`src/rtl/fifo_rdport_fwft_if.sv`:
```
// rtl/fifo_rdport_fwft_if.sv - read-side FIFO port bundle: memory read port, pointer exchange, FWFT output stream
interface fifo_rdport_fwft_if #(
  parameter int DATASIZE = 8,
  parameter int ADDRSIZE = 8
);
  logic [ADDRSIZE:0]   rq2_wptr;
  logic [DATASIZE-1:0] rdata;
  logic [ADDRSIZE-1:0] raddr;
  logic [ADDRSIZE:0]   rptr;
  logic                rempty;
  logic [DATASIZE-1:0] dout;
  logic                dout_valid;
  logic                dout_ready;

  modport master (
    input  rq2_wptr, rdata, dout_ready,
    output raddr, rptr, rempty, dout, dout_valid
  );

  modport slave (
    output rq2_wptr, rdata, dout_ready,
    input  raddr, rptr, rempty, dout, dout_valid
  );
endinterface

```
`src/rtl/fifo_rdport_fwft.sv`:
```
// rtl/fifo_rdport_fwft.sv - async FIFO read pointer, registered empty flag and 2-entry first-word-fall-through output stage
module fifo_rdport_fwft #(
  parameter int DATASIZE = 8,
  parameter int ADDRSIZE = 8
) (
  input  logic                rclk,
  input  logic                rrst,
  fifo_rdport_fwft_if.master  rd
);

  logic [ADDRSIZE:0]   rbin_q,   rbin_d;
  logic [ADDRSIZE:0]   rptr_q,   rptr_d;
  logic                rempty_q, rempty_d;
  logic [DATASIZE-1:0] head_q,   head_d;
  logic [DATASIZE-1:0] tail_q,   tail_d;
  logic [1:0]          count_q,  count_d;
  logic                pop;
  logic                fetch;

  always_comb begin
    pop      = (count_q != 2'd0) && rd.dout_ready;
    fetch    = !rempty_q && ((count_q < 2'd2) || pop);
    rbin_d   = rbin_q + (ADDRSIZE+1)'(fetch);
    rptr_d   = (rbin_d >> 1) ^ rbin_d;
    // Empty is judged on the post-increment pointer so the last word is never over-fetched.
    rempty_d = (rptr_d == rd.rq2_wptr);
    count_d  = count_q + 2'(fetch) - 2'(pop);
    head_d   = head_q;
    tail_d   = tail_q;
    case (count_q)
      2'd0: begin
        if (fetch) head_d = rd.rdata;
      end
      2'd1: begin
        if (fetch && !pop) tail_d = rd.rdata;
        if (fetch && pop)  head_d = rd.rdata;
      end
      2'd2: begin
        if (pop) begin
          head_d = tail_q;
          if (fetch) tail_d = rd.rdata;
        end
      end
      default: ;
    endcase
  end

  always_ff @(posedge rclk) begin
    if (rrst) begin
      rbin_q   <= '0;
      rptr_q   <= '0;
      rempty_q <= 1'b1;
      head_q   <= '0;
      tail_q   <= '0;
      count_q  <= 2'd0;
    end else begin
      rbin_q   <= rbin_d;
      rptr_q   <= rptr_d;
      rempty_q <= rempty_d;
      head_q   <= head_d;
      tail_q   <= tail_d;
      count_q  <= count_d;
    end
  end

  assign rd.raddr      = rbin_q[ADDRSIZE-1:0];
  assign rd.rptr       = rptr_q;
  assign rd.rempty     = rempty_q;
  assign rd.dout       = head_q;
  assign rd.dout_valid = (count_q != 2'd0);

endmodule

```
`src/flat_wrapper.sv`:
```
// flat-port wrapper written by rule: the top's interface ports become plain ports
module fifo_rdport_fwft_flat 
#(
  parameter int DATASIZE = 8,
  parameter int ADDRSIZE = 8
)
  (rclk, rrst, rd_rq2_wptr, rd_rdata, rd_dout_ready, rd_raddr, rd_rptr, rd_rempty, rd_dout, rd_dout_valid);
  fifo_rdport_fwft_if #(.DATASIZE(DATASIZE), .ADDRSIZE(ADDRSIZE)) rd_i ();
  input  logic rclk;
  input  logic rrst;
  input wire logic [$bits(rd_i.rq2_wptr)-1:0] rd_rq2_wptr;
  input wire logic [$bits(rd_i.rdata)-1:0] rd_rdata;
  input wire logic [$bits(rd_i.dout_ready)-1:0] rd_dout_ready;
  output wire logic [$bits(rd_i.raddr)-1:0] rd_raddr;
  output wire logic [$bits(rd_i.rptr)-1:0] rd_rptr;
  output wire logic [$bits(rd_i.rempty)-1:0] rd_rempty;
  output wire logic [$bits(rd_i.dout)-1:0] rd_dout;
  output wire logic [$bits(rd_i.dout_valid)-1:0] rd_dout_valid;
  assign rd_i.rq2_wptr = rd_rq2_wptr;
  assign rd_i.rdata = rd_rdata;
  assign rd_i.dout_ready = rd_dout_ready;
  assign rd_raddr = rd_i.raddr;
  assign rd_rptr = rd_i.rptr;
  assign rd_rempty = rd_i.rempty;
  assign rd_dout = rd_i.dout;
  assign rd_dout_valid = rd_i.dout_valid;
  fifo_rdport_fwft #(.DATASIZE(DATASIZE), .ADDRSIZE(ADDRSIZE)) u_core (.rclk(rclk), .rrst(rrst), .rd(rd_i));
endmodule
```
`config.mk`:
```
export PLATFORM = sky130hd
export DESIGN_NAME = fifo_rdport_fwft_flat
export DESIGN_NICKNAME = d
export VERILOG_FILES = /design/src/rtl/fifo_rdport_fwft_if.sv /design/src/rtl/fifo_rdport_fwft.sv /design/src/flat_wrapper.sv
export SDC_FILE = /design/constraint.sdc
export NUM_CORES = 1
export LEC_CHECK = 0
export ABC_AREA = 1
export BUFFER_PORTS_ARGS = -buffer_cell sky130_fd_sc_hd__buf_2
export CELL_PAD_IN_SITES_DETAIL_PLACEMENT = 2
export CELL_PAD_IN_SITES_GLOBAL_PLACEMENT = 2
export CORE_MARGIN = 2
export CORE_UTILIZATION = 30
export DETAILED_ROUTE_END_ITERATION = 8
export HOLD_SLACK_MARGIN = 0.06
export PLACE_DENSITY_LB_ADDON = 0.1
export SETUP_SLACK_MARGIN = 0.15
export SYNTH_ARGS = -nofsm -noshare
export SYNTH_HDL_FRONTEND = slang
export SYNTH_SLANG_ARGS = --single-unit
```
`constraint.sdc`:
```
create_clock -name rclk -period 3.1 [get_ports rclk]
set_input_delay 0 -clock rclk [delete_from_list [all_inputs] [get_ports rclk]]
set_output_delay 0 -clock rclk [all_outputs]
set_load 0.05 [all_outputs]
```
# Word-level counts from Yosys, hierarchy flattened
# Index checks and enable logic that the tools add are counted.
# classes
n_addsub	3
n_lt_le_gt_ge	1
n_eq_ne	8
mux	7
n_bitwise	1
n_reduce_logical	13
# op_table
operator	n
8-bit 2-to-1 mux	5
8-bit case mux with 3 select lines	1
8-bit case mux with 2 select lines	1
2-bit by 1-bit inequality test with 1-bit output, second input constant	5
9-bit by 1-bit adder with 9-bit output	1
9-bit equality test	1
8-bit by 9-bit bitwise XOR with 9-bit output	1
4-bit AND reduction	2
1-bit logical AND	4
2-bit nonzero test	2
3-bit nonzero test	1
2-bit by 1-bit adder with 2-bit output	1
2-bit by 1-bit equality test with 1-bit output, second input constant	1
2-bit equality test, second input constant	1
1-bit zero test	2
2-bit zero test	1
2-bit < comparator, second input constant	1
2-bit by 1-bit subtractor with 2-bit output	1
1-bit logical OR	1
# totals
register_bits	37
inputBits	20
out_inout_bits	27

# Logic depth before layout (Yosys ltp)
# logic_depth
depth_word	7
depth_mapped	15
mapped_depth_nobuf	15

# Worst setup path before layout
# Ideal clock, no wire load.
# synth_timing
path_type	register to register
from	register u_core.rempty_q (netlist: u_core.rd.rempty)
to	register u_core.rempty_q (netlist: u_core.rd.rempty)
setup_ns	0.121
arrival_ns	1.963
t_required_ns	2.979
slack_ns	1.016
path_stages_with_launch	14
synth_period_minus_slack_ns	2.084
path_cell_list	dfxtp_1 a21oi_1 ha_1 nand2_4 nand2_1 nand2_1 nand2_1 nand2_1 inv_1 or2_2 nand3_1 nor2_1 nand3_1 nand2_1
# synth_via
elab_chain_cells	5
# synth_lines
item	line_no	rtl
from (decl)	fifo_rdport_fwft.sv:13	logic rempty_q, rempty_d;
from (signal assigned)	fifo_rdport_fwft.sv:59	rempty_q <= rempty_d;
1-bit zero test	fifo_rdport_fwft.sv:22	fetch = !rempty_q && ((count_q < 2'd2) || pop);
1-bit logical AND	fifo_rdport_fwft.sv:22	
9-bit by 1-bit adder with 9-bit output	fifo_rdport_fwft.sv:23	rbin_d = rbin_q + (ADDRSIZE+1)'(fetch);
8-bit by 9-bit bitwise XOR with 9-bit output	fifo_rdport_fwft.sv:24	rptr_d = (rbin_d >> 1) ^ rbin_d;
9-bit equality test	fifo_rdport_fwft.sv:26	rempty_d = (rptr_d == rd.rq2_wptr);
# No other way between the ends.
# A chain may end at the register's enable or synchronous reset.

# Worst setup path in the final report
# layout_timing
from	register u_core.count_q[1]
to	register u_core.rempty_q (netlist: u_core.rd.rempty)
# layout_via
elab_chain_cells	7
elab_cells_between_ends	8
classes_between	add/sub (1); order compare (1); eq/ne (1); bitwise (1); reduce/logical (4)
# layout_lines
item	line_no	rtl
from (decl)	fifo_rdport_fwft.sv:16	logic [1:0] count_q, count_d;
from (signal assigned)	fifo_rdport_fwft.sv:62	count_q <= count_d;
branches (longest 2 deep; another with 2-bit < comparator)	--	
1-bit logical OR (*)	fifo_rdport_fwft.sv:22	
1-bit logical AND (*)	fifo_rdport_fwft.sv:22	
9-bit by 1-bit adder with 9-bit output (*)	fifo_rdport_fwft.sv:23	
8-bit by 9-bit bitwise XOR with 9-bit output (*)	fifo_rdport_fwft.sv:24	
9-bit equality test (*)	fifo_rdport_fwft.sv:26	
# Mark *: on every way between the ends.

==> metrics.txt <==
Reg2Reg Depth=12; DRC Markers=0; initial drt markers=55; drt pass-1 iters=4; Setup crit start=u_core.count_q[1]$_SDFF_PP0_; Max Slew Vio Count=0; die area=6957 sq um; final setup vio count=0; critical path cell sequence=a21oi_1 > ha_1 > nand2_4 > nor2_8 > nand2_2 > nand2_4 > nand3_1 > nand3_1 > nand3_1 > nor2_1 > nand3_1 > nand2_1; Fin Setup TNS=0 ps; vias in the first global route=2051; yosys warns=0; most frequent cells in the layout=57 x nand2_1, 46 x buf_2, 39 x nor2_1; RSZ-0062 raised after global routing=false; R2R Path Start=u_core.count_q[1]$_SDFF_PP0_; Total GRT Usage=17.09%; post-synth cell types=24; post-cts sizing count=0; worst flop-to-flop path endpoint=u_core.rd.rempty$_SDFF_PP1_; Detailed Route WL=5639 um; Clock Pin Slew Worst Setup and Hold Paths=70 ps; Buffers on Ports=46; r2r setup slk=930 ps; worst setup path endpoint=u_core.rd.rempty$_SDFF_PP1_; CP Capture Type=flop; CTS max path bufs=2; worst-path maximum fanout=8; Syn Inst Count=274; Arr. time, crit path=2390 ps; Max-cap violations=0; CP Launch Type=flop; share of the yosys chip area belonging to registers=38.10%; Hold Crit Class=in -> reg; GP Congestion=0.7852; core area=5991 sq um; drt via density=4.778; most common cell after layout, fill and taps aside=nand2_1; Die H=83.41 um; slew margin rel.=59.24%; area delta synth->final=25.73%; #FFs+latches synth=36; final core occ=39.70%; Crit Path Class=reg -> reg; CP max stage delay=380 ps; first-pass GRT wire length=9701 um; total grt overflow=0; share of cells above drive strength 1=25.45%; CTS tree=done; clk_skew=2.775 ps; vias=1935; critical path's slowest cell=dfxtp_1; Leak=1.262 nW; die width=83.41 um; antenna cell count=0; CTS buffer count=5; VDD IR max=0.3195 mV; final total power=0.001662 W; Cell Area, Synth=1892 sq um; fmax=0.4611 GHz; io pins=47; crit-path most repeated cell=nand3_1; row cnt=28; Clock Latency Late Sink=290 ps; DR WL/cell=13.92 um; initial antenna violation count=0; Final Hold Vio Count=0; PD cells=698.9 nW/um^2; Mapped Avg Cell Area=6.904 sq um; Num Clock Sinks=36; syn_nets=298; # H-tree levels=2; status=completed; largest net degree at the start of global routing=20; Initial Util=31.58%; final period utilization=69.96%; post-detailed-route count of antenna-violating nets=0; Slew @ Worst Pin=607.4 ps; DP HPWL=4322 um; nets=353; Worst EP required=3320 ps; Tmin final=2169 ps; Root Driver=clkbuf_8
how the worst min path moves through the flow:
| stage | slack, ps | end | cells after the start | startpoint |
|---|---|---|---|---|
| 3_5_place_dp | 260 | u_core.rd.dout[0]$_SDFFE_PP0P_ | 3 | rd_rdata[0] |
| 2_1_floorplan | 140 | u_core.rd.dout[0]$_SDFFE_PP0P_ | 2 | rd_rdata[0] |
| 3_3_place_gp | 260 | u_core.rd.dout[1]$_SDFFE_PP0P_ | 3 | rd_rdata[1] |
| 6_report | 90 | u_core.rd.rempty$_SDFF_PP1_ | 6 | rd_rq2_wptr[5] |
| 5_1_grt | 140 | u_core.rbin_q[4]$_SDFF_PP0_ | 2 | rrst |
| 4_1_cts | 80 | u_core.rd.rempty$_SDFF_PP1_ | 6 | rd_rq2_wptr[5] |
what timing repair did:
item	CTS	global route
setup buffers	0	0
hold endpoints to repair	15	0
hold buffers	8	0
area by class of cell:
| class | count | area, sq um |
|---|---|---|
| Fill cell | 734 | 3612 |
| Inverter | 35 | 131.4 |
| Sequential cell | 36 | 720.7 |
| Clock inverter | 2 | 35.03 |
| Clock buffer | 6 | 72.57 |
| Multi-Input combinational cell | 197 | 1015 |
| Tap cell | 75 | 93.84 |
| Timing Repair Buffer | 54 | 310.3 |
per-stage QoR:
stage	area [sq um]	worst slack [ps]	cells	hold WS [ps]
floorplan	1892	1016	274	144.0
global route	2379	592.8	405	135.7
finish	2379	931.3	405	93.05
detailed placement	2191	896.6	389	262.1
global placement	2191	962.8	389	262.6
CTS	2379	880.9	405	82.58
critical path: cells and delay by family, from the launching register on:
family	cells	cell delay, ps
AND/OR/NAND/NOR	10	1060
AO/OA/AOI/OAI	1	340
flip-flops	1	380
adder cells (fa/ha/maj)	1	330
report_power, final:
group | switching (W) | internal, W | leakage [nW]
registers | 0.0000512 | 0.000554 | 0.295
logic | 0.000477 | 0.000165 | 0.912
clock network | 0.000175 | 0.000239 | 0.0552
total | 0.000704 | 0.000958 | 1.26
Yosys cell counts:
cell,instances,area share [%]
buf_2,1,0.26
o21bai_2,1,0.60
nor2_8,2,2.1
o21ai_1,1,0.26
a211oi_1,6,2.4
nand3_1,28,7.4
o21ai_0,18,4.8
clkbuf_1,3,0.60
inv_1,32,6.3
inv_2,3,0.60
ha_1,4,2.6
nand2_1,57,11
xor2_1,1,0.46
dfxtp_1,36,38
a21oi_1,11,2.9
nand3b_2,1,0.60
nand2_4,4,2.4
buf_1,1,0.20
nand3b_1,2,0.79
a31oi_1,2,0.66
nand2_2,19,6.3
or2_2,1,0.33
nor2_1,39,7.7
clkbuf_2,1,0.26
flip-flops by register name, indices dropped and copies added, names as in the netlist:
signal	cells
u_core.rd.rptr	8
u_core.rbin_q	9
u_core.tail_q	8
u_core.count_q	2
u_core.rd.dout	8
u_core.rd.rempty	1
routing by layer:
metal	vias to the layer above	track usage (%)	share of wire, %
li1	973	-	-
met1	925	21.99	47
met2	33	29.47	49
met3	4	3.479	3.1
met4	0	3.959	1.0
met5	-	0	0
cells by family after synthesis:
| logic type | share of synthesized area (%) |
|---|---|
| AOI/OAI and AO/OA | 11.57 |
| adders and majority gates | 2.646 |
| DFF | 38.10 |
| buffers and inverters | 8.267 |
| and+or+nand+nor | 38.95 |
| xor gates and xnor gates | 0.4630 |
Power figures use the tool's default switching activity.
